==> config.mk <==
export PLATFORM = sky130hd
export DESIGN_NAME = uart_rx_core
export DESIGN_NICKNAME = d
export VERILOG_FILES = /design/src/rtl/uart_pkg.sv /design/src/rtl/uart_rx_fifo.sv /design/src/rtl/uart_rx_core.sv
export SDC_FILE = /design/constraint.sdc
export NUM_CORES = 1
export LEC_CHECK = 0
export BUFFER_PORTS_ARGS = -buffer_cell sky130_fd_sc_hd__buf_4
export CORE_MARGIN = 5
export CORE_UTILIZATION = 25
export CTS_BUF_LIST = sky130_fd_sc_hd__clkbuf_4 sky130_fd_sc_hd__clkbuf_8 sky130_fd_sc_hd__clkbuf_16
export DETAILED_ROUTE_END_ITERATION = 16
export PLACE_DENSITY = 0.38
export SKIP_LAST_GASP = 1
export SLEW_MARGIN = 20
export SYNTH_ARGS = -nofsm -noshare
export SYNTH_HDL_FRONTEND = slang
export SYNTH_HIERARCHICAL = 1
export SYNTH_SLANG_ARGS = --single-unit
==> constraint.sdc <==
create_clock -name wb_clk_i -period 2.8 [get_ports wb_clk_i]
set_input_delay 0.56 -clock wb_clk_i [delete_from_list [all_inputs] [get_ports wb_clk_i]]
set_output_delay 0.56 -clock wb_clk_i [all_outputs]
set_load 0.01 [all_outputs]
==> src/rtl/uart_pkg.sv <==
// Shared UART definitions: receiver FSM states and framing constants.
package uart_pkg;

    typedef enum logic [2:0] {IDLE, START, DATA, STOP, BREAK} rx_state_e;

    localparam int UART_DIV_MIN   = 4;
    localparam int UART_DATA_BITS = 8;

endpackage

==> src/rtl/uart_rx_fifo.sv <==
// Show-ahead byte FIFO; an extra pointer MSB tells full from empty.
module uart_rx_fifo #(
    parameter int DEPTH = 4,
    parameter int W     = 8
) (
    input  logic                     clk,
    input  logic                     rst,
    input  logic                     push,
    input  logic [W-1:0]             din,
    input  logic                     pop,
    output logic                     full,
    output logic                     empty,
    output logic [$clog2(DEPTH):0]   level,
    output logic [W-1:0]             dout
);
    localparam int AW = $clog2(DEPTH);

    logic [W-1:0] mem [DEPTH];
    logic [AW:0]  wr_ptr, rd_ptr;
    logic         push_ok, pop_ok;

    assign empty   = (wr_ptr == rd_ptr);
    assign full    = (wr_ptr[AW] != rd_ptr[AW]) && (wr_ptr[AW-1:0] == rd_ptr[AW-1:0]);
    assign pop_ok  = pop && !empty;
    // A pop frees the slot in the same cycle, so a full FIFO can still accept.
    assign push_ok = push && (!full || pop_ok);
    assign level   = wr_ptr - rd_ptr;
    assign dout    = empty ? '0 : mem[rd_ptr[AW-1:0]];

    always_ff @(posedge clk) begin
        if (rst) begin
            wr_ptr <= '0;
            rd_ptr <= '0;
        end else begin
            if (push_ok) wr_ptr <= wr_ptr + 1'b1;
            if (pop_ok)  rd_ptr <= rd_ptr + 1'b1;
        end
    end

    always_ff @(posedge clk) begin
        if (push_ok) mem[wr_ptr[AW-1:0]] <= din;
    end

endmodule

==> src/rtl/uart_rx_core.sv <==
// 8N1 UART receiver: 2-flop synchronizer, mid-bit sampling FSM, framing check, RX FIFO.
module uart_rx_core
    import uart_pkg::*;
#(
    parameter int DEPTH = 4,
    parameter int DIV_W = 16
) (
    input  logic                     wb_clk_i,
    input  logic                     wb_rst_i,
    input  logic                     cfg_en_i,
    input  logic [DIV_W-1:0]         cfg_div_i,
    input  logic                     rx_i,
    output logic                     rd_valid_o,
    output logic [7:0]               rd_data_o,
    input  logic                     rd_ready_i,
    output logic [$clog2(DEPTH):0]   level_o,
    output logic                     frame_err_o,
    output logic                     overrun_o,
    input  logic                     clr_err_i,
    output logic                     busy_o
);
    rx_state_e        state, next_state;
    logic             rx_meta, rx_s;
    logic [DIV_W-1:0] div_eff, div_q, cnt;
    logic [2:0]       bit_idx;
    logic [7:0]       shreg;
    logic             tick, push, ferr_set, ovr_set, fifo_full, fifo_empty;

    always_ff @(posedge wb_clk_i) begin
        if (wb_rst_i) begin
            rx_meta <= 1'b1;
            rx_s    <= 1'b1;
        end else begin
            rx_meta <= rx_i;
            rx_s    <= rx_meta;
        end
    end

    assign div_eff = (cfg_div_i < DIV_W'(UART_DIV_MIN)) ? DIV_W'(UART_DIV_MIN) : cfg_div_i;
    assign tick    = (cnt == '0);

    always_ff @(posedge wb_clk_i) begin
        if (wb_rst_i) state <= IDLE;
        else          state <= next_state;
    end

    always_comb begin
        next_state = state;
        if (!cfg_en_i) begin
            next_state = IDLE;
        end else begin
            case (state)
                IDLE:    if (!rx_s) next_state = START;
                START:   if (tick) next_state = rx_s ? IDLE : DATA;
                DATA:    if (tick && bit_idx == 3'(UART_DATA_BITS - 1)) next_state = STOP;
                STOP:    if (tick) next_state = rx_s ? IDLE : BREAK;
                BREAK:   if (rx_s) next_state = IDLE;
                default: next_state = IDLE;
            endcase
        end
    end

    always_comb begin
        busy_o   = (state != IDLE);
        push     = cfg_en_i && (state == STOP) && tick && rx_s;
        ferr_set = cfg_en_i && (state == STOP) && tick && !rx_s;
    end

    // Divisor is captured at the start edge so a mid-frame change waits for the next frame.
    always_ff @(posedge wb_clk_i) begin
        if (wb_rst_i) begin
            cnt     <= '0;
            div_q   <= DIV_W'(UART_DIV_MIN);
            bit_idx <= '0;
            shreg   <= '0;
        end else begin
            if (state == IDLE) begin
                if (cfg_en_i && !rx_s) begin
                    div_q <= div_eff;
                    cnt   <= (div_eff >> 1) - DIV_W'(1);
                end
            end else if (tick) begin
                cnt <= div_q - DIV_W'(1);
            end else begin
                cnt <= cnt - DIV_W'(1);
            end
            if (state == START) bit_idx <= '0;
            if (state == DATA && tick) begin
                shreg   <= {rx_s, shreg[7:1]};
                bit_idx <= bit_idx + 3'd1;
            end
        end
    end

    assign rd_valid_o = !fifo_empty;
    assign ovr_set    = push && fifo_full && !(rd_ready_i && rd_valid_o);

    uart_rx_fifo #(.DEPTH(DEPTH), .W(8)) u_fifo (
        .clk   (wb_clk_i),
        .rst   (wb_rst_i),
        .push  (push),
        .din   (shreg),
        .pop   (rd_ready_i),
        .full  (fifo_full),
        .empty (fifo_empty),
        .level (level_o),
        .dout  (rd_data_o)
    );

    always_ff @(posedge wb_clk_i) begin
        if (wb_rst_i) begin
            frame_err_o <= 1'b0;
            overrun_o   <= 1'b0;
        end else begin
            if (ferr_set)       frame_err_o <= 1'b1;
            else if (clr_err_i) frame_err_o <= 1'b0;
            if (ovr_set)        overrun_o   <= 1'b1;
            else if (clr_err_i) overrun_o   <= 1'b0;
        end
    end

endmodule

* Word level (Yosys, flattened, before mapping) *
Memory sizes are Yosys's and may differ from the RTL's. A register that Yosys moved wholly into a read port is not among the register bits.
Index checks and enable logic that the tools add are counted.

storage, ports and cells
  register bits = 56
  bits in latches = 0
  RAM bits = 32
  bits in read-only memories = 0
  bits of input ports = 22
  output and inout bits = 15
  memories = 1

memories
  memory      words  width  rd ports  clocked after Yosys merged registers in  write ports  line                source
  u_fifo.mem  4      8      1         1                                        1            uart_rx_fifo.sv:18  logic [W-1:0] mem [DEPTH];

cells by class
  add/subtract/negate cells = 7
  multiply operators = 0
  div/mod/pow operators = 0
  $lt $le $gt $ge = 1
  eq/ne operators = 14
  shift-type cells = 0
  multiplexer cells = 22
  bitwise operators = 1
  reduce and logical (&&, ||, !) cells = 26

operator list
  kind                     number
  $mux W16                 4
  $sub A16 B1 Y16 const B  2
  $mux W3                  8
  $logic_not A16 Y1        1
  $lt A16 B3 Y1 const B    1
  $sub A15 B1 Y16 const B  1
  $pmux W3 S5              1
  $logic_and A1 B1 Y1      12
  $ne A2 B2 Y1 const B     5
  $add A3 B1 Y3 const B    3
  $mux W8                  1
  $eq A3 B2 Y1 const B     2
  $eq A3 B3 Y1 const B     2
  $mux W2                  3
  $reduce_bool A2 Y1       3
  $mux W1                  5
  $reduce_and A5 Y1        1
  $logic_not A1 Y1         4
  $eq A3 B1 Y1 const B     1
  $eq A3 B3 Y1             1
  $logic_not A3 Y1         1
  $reduce_bool A3 Y1       1
  $sub A3 B3 Y3            1
  $eq A2 B2 Y1             1
  other kinds (6)          6

* Longest topological paths before layout *
Gate-level depths: netlist of the first run.

  word-level depth = 7
  depth in mapped cells = 10
  depth with buffers taken out = 9

* Hierarchy *
Netlist of the first run, hierarchy kept.

by module, submodules not included
  module        instances  cells each  area each (sq um)  sequential area each (sq um)
  uart_rx_core  1          368         2871.5             1001.0
  uart_rx_fifo  1          107         1755.4             1121.1

* Worst setup path before layout of the first run *
OpenSTA, ideal clock, no wires.

  path type = input to register
  start = in cfg_div_i[8]
  end = reg cnt[10]
  setup time = 91 ps
  arrival time = 2729 ps
  data required time = 2709 ps
  slack = -20 ps
  stages = 9
  path through = or3_4 -> nor4b_4 -> a41oi_1 -> o21ai_0 -> ha_1 -> o21a_1 -> nand3_1 -> or3_1 -> a311oi_1

between the ends
  cells in the longest elaborated chain, start to end = 5

RTL lines
  element               line                source
  start, declared       uart_rx_core.sv:11  input logic [DIV_W-1:0] cfg_div_i,
  $lt A16 B3 Y1         uart_rx_core.sv:39  assign div_eff = (cfg_div_i < DIV_W'(UART_DIV_MIN)) ? DIV_W'(UART_DIV_MIN) : cfg_div_i;
  $mux W16 (*)          uart_rx_core.sv:39
  $sub A15 B1 Y16 (*)   uart_rx_core.sv:80  cnt <= (div_eff >> 1) - DIV_W'(1);
  $mux W16 (*)          uart_rx_core.sv:78  if (cfg_en_i && !rx_s) begin
  $mux W16 (*)          uart_rx_core.sv:77  if (state == IDLE) begin
  end signal, assigned  uart_rx_core.sv:80
  end signal, assigned  uart_rx_core.sv:83  cnt <= div_q - DIV_W'(1);
  end signal, assigned  uart_rx_core.sv:85  cnt <= cnt - DIV_W'(1);
  end, declared         uart_rx_core.sv:24  logic [DIV_W-1:0] div_eff, div_q, cnt;

Every way passes the cells marked *; elsewhere a longest branch is shown, timed or not. The select of a mux whose other input is x is not followed.
A chain may end at the register's enable or synchronous reset.

* Worst setup path after layout of the first run *
Ends and elaborated chain as after synthesis.

==> results of run 1 <==
[layer usage]
metal / routed length [microns] / GRT usage / vias up / share of wire
met5: 0 / 0 / - / 0
met3: 444 / 0.0276 / 14 / 0.036
li1: - / - / 1833 / -
met4: 172 / 0.0447 / 0 / 0.014
met1: 5830 / 0.151 / 1822 / 0.47
met2: 5850 / 0.196 / 74 / 0.48
[layout make-up]
class	count	area (sq um)
clock buffer	10	233
timing repair buffer	66	546
sequential	90	2120
tap	229	287
fill	1876	12500
clock inverter	6	50.0
multi-input combinational	349	2330
inverter	13	48.8
[cells in the final DEF, fill, tap and decap left out, types with 3 or more instances in the layout]
cell type / count
or4_1: 4
and3_1: 3
xor2_1: 5
xnor2_1: 4
nand2_2: 3
mux4_2: 8
nand3_1: 11
o31ai_1: 4
ha_1: 10
inv_6: 3
buf_4: 62
nor2_1: 44
a311oi_1: 9
dfxtp_1: 58
or2_2: 3
o211ai_1: 3
and2_1: 14
nand4_1: 7
nand2_1: 74
nor3_1: 6
nand2b_1: 5
edfxtp_1: 32
nor2b_1: 4
o21ai_0: 18
inv_1: 11
a31oi_1: 6
a211oi_1: 7
a21oi_1: 39
buf_12: 4
clkbuf_16: 9
[cell families after synthesis]
logic type               Yosys count  synth area share
AND/OR/NAND/NOR                  201             0.221
buffers and inverters             36            0.0411
AO/OA/AOI/OAI                    113             0.173
adder cells (fa/ha/maj)           11            0.0314
multiplexers                      14            0.0546
flip-flops                        90             0.459
XOR/XNOR                          10            0.0206
[worst max-delay path: stages]
cell and delay [ps]:
buf_4 110, or3_4 400, nor4b_4 280, a41oi_2 170, o21ai_0 190, ha_1 210
o21a_1 150, nand3_1 130, or3_1 400, a311oi_1 240
[through the flow]
step,worst slack (ps),power [mW],hold slack [ps],std cells
after floorplan,8.76,1.76,389,475
after global placement,-91.6,1.95,423,747
after detailed placement,-152,1.95,422,747
after CTS,213,3.16,384,763
after global routing,72.1,3.27,383,763
final,219,3.11,398,763
[path summary, 6_finish.rpt]
check                                to  slack (ps)  depth (start not counted)
worst max register to register   cnt[7]         280                          8
worst max-delay path            cnt[10]         220                         10
worst min-delay path            rx_meta         400                          2
worst min register to register     rx_s         430                          1
[registers in the layout, indices dropped and copies added, names as in the netlist, named ones only]
register       cells
rx_s               1
shreg              8
state              3
u_fifo/rd_ptr      3
bit_idx            3
frame_err_o        1
rx_meta            1
div_q             16
u_fifo/wr_ptr      3
u_fifo/mem        32
cnt               16
overrun_o          1
[power breakdown]
group          switching, mW  total (mW)  internal, mW  leakage (nW)
clock                  0.562        1.19         0.627         0.139
combinational          0.287       0.508         0.221          1.12
sequential            0.0415        1.41          1.37         0.766
==> impl_metrics.csv, run 1 <==
group,metric,value,unit
drt,dr.pass1.iters,4,
synth,synth_top_cell_by_area,"dfxtp_1",
clock_tree,clk_path_buf_depth,2,
synth,synth_seq_area_share,0.459,
placement,numPortBuffers,36,
setup_path,crit_required,3060,ps
placement,postPlaceCellArea,0.00533,sq mm
clock_tree,hold_buffers,0,
floorplanning,die_h,146,microns
clock_tree,root_buffer,"clkbuf_16",
setup_path,arrival,2840,ps
placement,gp_congestion,0.823,
sta,slew_viol_final,0,
synth,yosysUniqueCellTypes,77,
layout,nets,562,
clock_tree,cts_resized,0,
setup_path,rr_startpoint,"state[1]",
synth,ys_seq_elements,90,
pwr,ir_drop,0.000278,V
drt,drt-total-wl,12.3,mm
synth,postSynthAreaPerCell,9.74,sq um
floorplanning,core,0.0181,sq mm
floorplanning,die_w,146,microns
layout,fin_area,0.00561,sq mm
clock_tree,cts_made_buffers,9,
floorplanning,initial_utilization,0.256,
grt,antenna_found_initial,0,
synth,synth_cells,475,
sta,max_slew.worst_pin.slew,710,ps
drt,drc,0,
grt,grt_pass1_wl,20.0,mm
synth,synth-main-ff-cell,"dfxtp_1",
run,maxCapViolCount,0,
sta,setup_tns,0,ps
clock_tree,insertion_delay,350,ps
layout,drive_gt1_frac,0.228,
clock_tree,cts_tree,"yes",
drt,detail-route-antenna-nets,0,
sta,fmax,0.387,GHz
grt,grt_usage,0.118,
pwr,power_leakage,2.03,nW
setup_path,start_kind,"primary input",
clock_tree,h-tree-depth,3,
setup_path,critPathLaunch,"cfg_div_i[8]",
clock_tree,path_clk_slew,70,ps
sta,skew,6.88,ps
drt,vias_per_cell,4.91,
synth,ys_top_cells_by_count,"nand2_1, dfxtp_1, nor2_1, a21oi_1, edfxtp_1",
drt,vias,3743,
sta,final_hold_viol_count,0,
synth,async_flop_share,0,
floorplanning,die_area,0.0213,sq mm
clock_tree,clkSinkCount,90,
sta,setup_viol,0,
sta,max_slew_margin,0.527,
layout,antenna_cells,0,
setup_path,worstSetupPathType,"primary input to register",
setup_path,crit_fanout,2,
layout,final_util,0.310,
clock_tree,post_cts_buffers,0,
synth,synth.most_common_cell,"nand2_1",
synth,syn_area,0.00463,sq mm
grt,grt_max_degree,62,
synth,yosys.area.top_type_share,0.251,
synth,synth_edf_count,32,
floorplanning,io_pins,37,
synth,syn_nets,508,
status,outcome,"completed",
sta,rsz0062_at_grt,"false",
drt,wl_per_cell,16.1,microns
pwr,power_density,554,mW/mm^2
grt,grt_pass1_vias,3816,
synth,ys_warn_count,6,
sta,finalCritPeriodShare,0.922,
hold_path,worstHoldPathType,"primary input to register",
layout,area_delta_synth_final,21.3,%
sta,min_period,2580,ps
grt,gr-total-overflow,0,
hold_path,hp-start,"rx_i",
setup_path,end_kind,"register",
drt,drt_iter0_markers,249,
synth,synth_area_leaders,"dfxtp_1, edfxtp_1, nand2_1, a21oi_1, mux4_2",
placement,dp_hpwl,8.93,mm
floorplanning,rows,49,
Power figures use the tool's default switching activity.
==> inputs of run 2 (changes only) <==
- SYNTH_HIERARCHICAL: 1 -> not set
==> run 2 against run 1 <==
Core utilization rose by 1.7 points. Highest routed layer unchanged. Critical path type is now register to register. Final cell count rose by 0.52%. Global-route usage rose by 0.69 points.
==> impl_metrics.csv, run 2 <==
group,metric,value,unit
status,outcome,"completed",
layout,antenna_cells,0,
sta,finalCritPeriodShare,0.962,
hold_path,hold_depth,2,
grt,grt_pass1_wl,19.8,mm
sta,skew,3.64,ps
setup_path,critPathSlowestCell,"or4_1",
sta,slew_viol_final,0,
synth,synth.most_common_cell,"nand2_1",
floorplanning,die_h,143,microns
setup_path,worst_r2r_endpoint,"cnt[12]",
run,maxCapViolCount,0,
pwr,power_leakage,2.08,nW
synth,synth-main-ff-cell,"dfxtp_1",
clock_tree,path_clk_slew,70,ps
drt,vias,3698,
setup_path,path_cells,"nor4_1, buf_4, and4_1, buf_4, a211o_1, a211o_2, or4_1, a311oi_2",
clock_tree,cts_made_buffers,9,
synth,synth_cells,457,
setup_path,reg2reg_depth,8,
hold_path,hold_end,"rx_meta",
floorplanning,core,0.0173,sq mm
setup_path,cp_slowest_stage_delay,560,ps
grt,grt_usage,0.125,
pwr,power_density,526,mW/mm^2
floorplanning,die_area,0.0204,sq mm
synth,syn_area,0.00441,sq mm
synth,yosysUniqueCellTypes,57,
drt,vias_per_cell,4.82,
grt,grt_max_degree,58,
drt,dr.pass1.iters,4,
setup_path,rr_startpoint,"cnt[14]",
setup_path,path_delay_family,"compound AO/OA/AOI/OAI gates",
sta,fmax,0.371,GHz
clock_tree,post_cts_buffers,0,
synth,synth_edf_count,32,
sta,setup_viol,0,
placement,numPortBuffers,36,
floorplanning,die_w,143,microns
grt,antenna_found_initial,0,
drt,drt_iter0_markers,190,
sta,hold_ws,394,ps
clock_tree,cts_tree,"yes",
synth,yosys.area.top_type_share,0.263,
layout,nets,570,
pwr,p_total,2.98,mW
setup_path,crit_required,3060,ps
floorplanning,io_pins,37,
grt,grt_pass1_vias,3714,
floorplanning,rows,48,
sta,setup_tns,0,ps
synth,synth_top_cell_by_area,"dfxtp_1",
synth,ys_seq_elements,90,
clock_tree,insertion_delay,350,ps
setup_path,worstSetupPathType,"register to register",
layout,nFillCells,1843,
sta,final_hold_viol_count,0,
hold_path,worstHoldPathType,"primary input to register",
setup_path,start_kind,"register",
synth,postSynthAreaPerCell,9.65,sq um
setup_path,path_buf_inv,2,
synth,synth_seq_area_share,0.481,
layout,final_common_cell,"buf_4",
synth,async_flop_share,0,
setup_path,end_kind,"register",
hold_path,hp-start,"rx_i",
synth,synth_area_leaders,"dfxtp_1, edfxtp_1, nand2_1, a21oi_1, mux4_2",
layout,drive_gt1_frac,0.255,
drt,detail-route-antenna-nets,0,
placement,dpl.cell_count,751,
clock_tree,h-tree-depth,3,
sta,min_period,2690,ps
floorplanning,initial_utilization,0.255,
layout,largest_reg_flops,32,
clock_tree,root_buffer,"clkbuf_16",
layout,fin_area,0.00566,sq mm
clock_tree,clk_path_buf_depth,2,
drt,drt-total-wl,12.3,mm
drt,drc,0,
drt,wl_per_cell,16.1,microns
layout,final_cell_mix,"buf_4, nand2_1, dfxtp_1",
setup_path,rrSetupSlack,110,ps
clock_tree,clkSinkCount,90,
sta,max_slew_margin,0.477,
layout,fin_cells,767,
grt,gr-total-overflow,0,
synth,ys_warn_count,0,
layout,area_delta_synth_final,28.3,%
setup_path,crit_fanout,9,
synth,ys_top_cells_by_count,"nand2_1, dfxtp_1, nor2_1, a21oi_1, edfxtp_1",
sta,max_slew.worst_pin.slew,782,ps
setup_path,critical_path_depth,8,
synth,syn_nets,490,
setup_path,path_common_cell,"buf_4",
placement,postPlaceCellArea,0.00532,sq mm
placement,gp_congestion,0.817,
placement,dp_hpwl,8.88,mm
setup_path,arrival,2960,ps
pwr,ir_drop,0.000267,V
[run 2: cell types whose count changed in the layout (fill, tap and decap cells not counted), moves of 4 or more]
cell and change:
mux2i_1 +6, nor3_1 +6, a31oi_1 -4, o21ai_0 -6, nand2_1 -4, buf_4 +31, nor4_1 +7, inv_1 -4
[run 2: worst reg2reg max path, delay by kind of cell, from the launching register on]
| family | cells | cell delay, ps |
|---|---|---|
| AO/OA/AOI/OAI | 3 | 1030 |
| buffers and inverters | 2 | 330 |
| flip-flops | 1 | 370 |
| AND/OR/NAND/NOR | 3 | 870 |
[run 2: cell type report]
| class | instances | area, sq um | share of cell area |
|---|---|---|---|
| sequential | 90 | 2120 | 0.375 |
| timing repair buffer | 96 | 758 | 0.134 |
| tap | 225 | 282 | 0.0497 |
| multi-input combinational | 333 | 2170 | 0.383 |
| clock inverter | 6 | 72.6 | 0.0128 |
| inverter | 7 | 26.3 | 0.00464 |
| clock buffer | 10 | 233 | 0.0411 |
[run 2: cell families after synthesis]
family | synth area share
buffers and inverters | 0.0374
and+or+nand+nor | 0.212
muxes | 0.0616
adders and majority gates | 0.0329
AOI/OAI and AO/OA | 0.161
DFF | 0.481
xor gates and xnor gates | 0.0139
[run 2: what timing repair did]
| item | in CTS | in global routing |
|---|---|---|
| hold endpoints to repair | 0 | 0 |
| pin swaps | 0 | 1 |
| gates resized for setup | 1 | 5 |
| setup endpoints to repair | 1 | 29 |
| hold buffers | 0 | 0 |
[run 2: routing by layer]
| layer | part of all wire | vias to the layer above | track usage |
|---|---|---|---|
| li1 | - | 1848 | - |
| met1 | 0.44 | 1773 | 0.154 |
| met2 | 0.50 | 67 | 0.218 |
| met3 | 0.042 | 10 | 0.0305 |
| met4 | 0.012 | 0 | 0.0345 |
| met5 | 0 | - | 0 |
[run 2: per-stage QoR]
stage	utilization	setup slack, ps
after global placement	0.308	-80.1
after detailed placement	0.308	-172
after global routing	0.327	-18.2
after CTS	0.326	16.0
final	0.327	107
after floorplan	-	139
[run 2: worst max path at each step]
stage               to    startpoint
4_1_cts        cnt[12]       cnt[14]
6_report       cnt[12]       cnt[14]
5_1_grt        cnt[12]       cnt[14]
3_5_place_dp   cnt[14]  cfg_div_i[4]
2_1_floorplan  cnt[10]      state[1]
3_3_place_gp   cnt[10]  cfg_div_i[4]
[run 2: power breakdown]
group	internal (mW)	leakage [nW]	total [mW]	switching, mW
Clock	0.717	0.153	1.27	0.557
Sequential	1.36	0.766	1.38	0.0181
Combinational	0.143	1.16	0.324	0.180
Total	2.22	2.08	2.98	0.756
==> inputs of run 3 (changes only) <==
- CELL_PAD_IN_SITES_DETAIL_PLACEMENT: not set -> 1
- CELL_PAD_IN_SITES_GLOBAL_PLACEMENT: not set -> 2
- PLACE_DENSITY: 0.38 -> 0.53
- clock period: 2.8 -> 3.5 ns (I/O delays scaled with it)
==> run 3 against run 2 <==
Clock skew is 9.9 ps higher. Total power is 21% lower. Largest power group unchanged. Via count is 1.5% lower. Die area stayed put.
==> impl_metrics.csv, run 3 (synthesized netlist as in run 2, its figures left out) <==
group,metric,value,unit
setup_path,critPathSlowestCell,"or4_1",
placement,gp_congestion,0.758,
run,maxCapViolCount,0,
placement,numPortBuffers,36,
sta,max_slew_margin,0.390,
layout,final_util,0.305,
clock_tree,post_cts_buffers,0,
placement,dp_hpwl,9.58,mm
sta,setup_viol,0,
drt,drc,0,
setup_path,end_kind,"register",
floorplanning,die_h,143,microns
clock_tree,hold_buffers,0,
drt,drt_iter0_markers,153,
sta,setup_tns,0,ps
layout,fin_cells,725,
clock_tree,clk_path_buf_depth,2,
sta,rsz0062_at_grt,"false",
clock_tree,cts_made_buffers,9,
setup_path,arrival,3370,ps
grt,grt_usage,0.135,
setup_path,start_kind,"register",
placement,dpl.cell_count,709,
layout,area_delta_synth_final,19.5,%
sta,final_hold_viol_count,0,
layout,final_cell_mix,"nand2_1, dfxtp_1, buf_4",
grt,grt_pass1_vias,3858,
floorplanning,initial_utilization,0.255,
grt,gr-total-overflow,0,
grt,grt_max_degree,58,
pwr,ir_drop,0.000232,V
floorplanning,die_area,0.0204,sq mm
clock_tree,path_clk_slew,70,ps
drt,wl_per_cell,18.1,microns
sta,skew,13.6,ps
floorplanning,io_pins,37,
sta,max_slew.worst_pin.slew,912,ps
layout,antenna_cells,0,
clock_tree,clkSinkCount,90,
layout,final_common_cell,"nand2_1",
sta,finalCritPeriodShare,0.887,
grt,grt_pass1_wl,21.2,mm
drt,vias,3643,
sta,slew_viol_final,0,
setup_path,crit_required,3770,ps
layout,nets,528,
floorplanning,rows,48,
layout,largest_reg_flops,32,
drt,dr.pass1.iters,4,
clock_tree,insertion_delay,360,ps
setup_path,path_buf_inv,2,
setup_path,path_cells,"nor4_1, buf_4, and4_1, a211oi_1, a21o_1, ha_1, inv_1, a211o_1, or4_1, a311oi_1",
drt,vias_per_cell,5.02,
grt,antenna_found_initial,0,
clock_tree,cts_resized,0,
clock_tree,h-tree-depth,3,
clock_tree,root_buffer,"clkbuf_16",
floorplanning,die_w,143,microns
setup_path,path_delay_family,"compound AO/OA/AOI/OAI gates",
setup_path,crit_fanout,10,
status,outcome,"completed",
pwr,power_leakage,1.85,nW
floorplanning,core,0.0173,sq mm
setup_path,cp_slowest_stage_delay,540,ps
sta,fmax,0.322,GHz
clock_tree,cts_tree,"yes",
setup_path,worstSetupPathType,"register to register",
pwr,power_density,444,mW/mm^2
drt,detail-route-antenna-nets,0,
layout,drive_gt1_frac,0.178,
sta,min_period,3100,ps
drt,drt-total-wl,13.1,mm
hold_path,worstHoldPathType,"register to register",
## run 3: cell types whose count changed in the layout (fill, tap and decap cells not counted), sizes merged
cell,before,now
clkinv,1,3
inv,11,10
buf,96,54
clkbuf,10,9
## run 3: final timing paths
check,start,to,slack [ps],cells after the start
setup / recovery,cnt[9],cnt[10],400,10
hold / removal,rx_meta,rx_s,430,1
setup reg to reg,cnt[9],cnt[10],400,10
hold reg to reg,rx_meta,rx_s,430,1
## run 3: metal layers
layer / part of all wire / wire length [microns] / track usage / vias to the layer above
li1: - / - / - / 1771
met1: 0.43 / 5690 / 0.158 / 1811
met2: 0.52 / 6840 / 0.246 / 43
met3: 0.025 / 327 / 0.0208 / 18
met4: 0.020 / 265 / 0.0535 / 0
met5: 0 / 0 / 0 / -
## run 3: through the flow
step                      hold slack, ps  total power, mW  setup slack (ps)  area (sq um)
after floorplan                      389             1.26               597          4410
final                                430             2.34               396          5270
after CTS                            432             2.38               423          5270
after detailed placement             411             1.36               267          4970
after global routing                 433             2.44               146          5270
after global placement               395             1.36               338          4970
## run 3: layout make-up
| cell class | count | area [sq um] |
|---|---|---|
| inverter | 7 | 26.3 |
| timing repair buffer | 54 | 405 |
| tap | 225 | 282 |
| clock buffer | 9 | 225 |
| clock inverter | 7 | 72.6 |
| multi-input combinational | 333 | 2140 |
| fill | 1997 | 12000 |
| sequential | 90 | 2120 |
## run 3: power by group
part           internal [mW]  switching, mW  total (mW)
sequential              1.09         0.0191        1.11
clock                  0.558          0.449        1.01
combinational         0.0828          0.139       0.222
total                   1.73          0.608        2.34
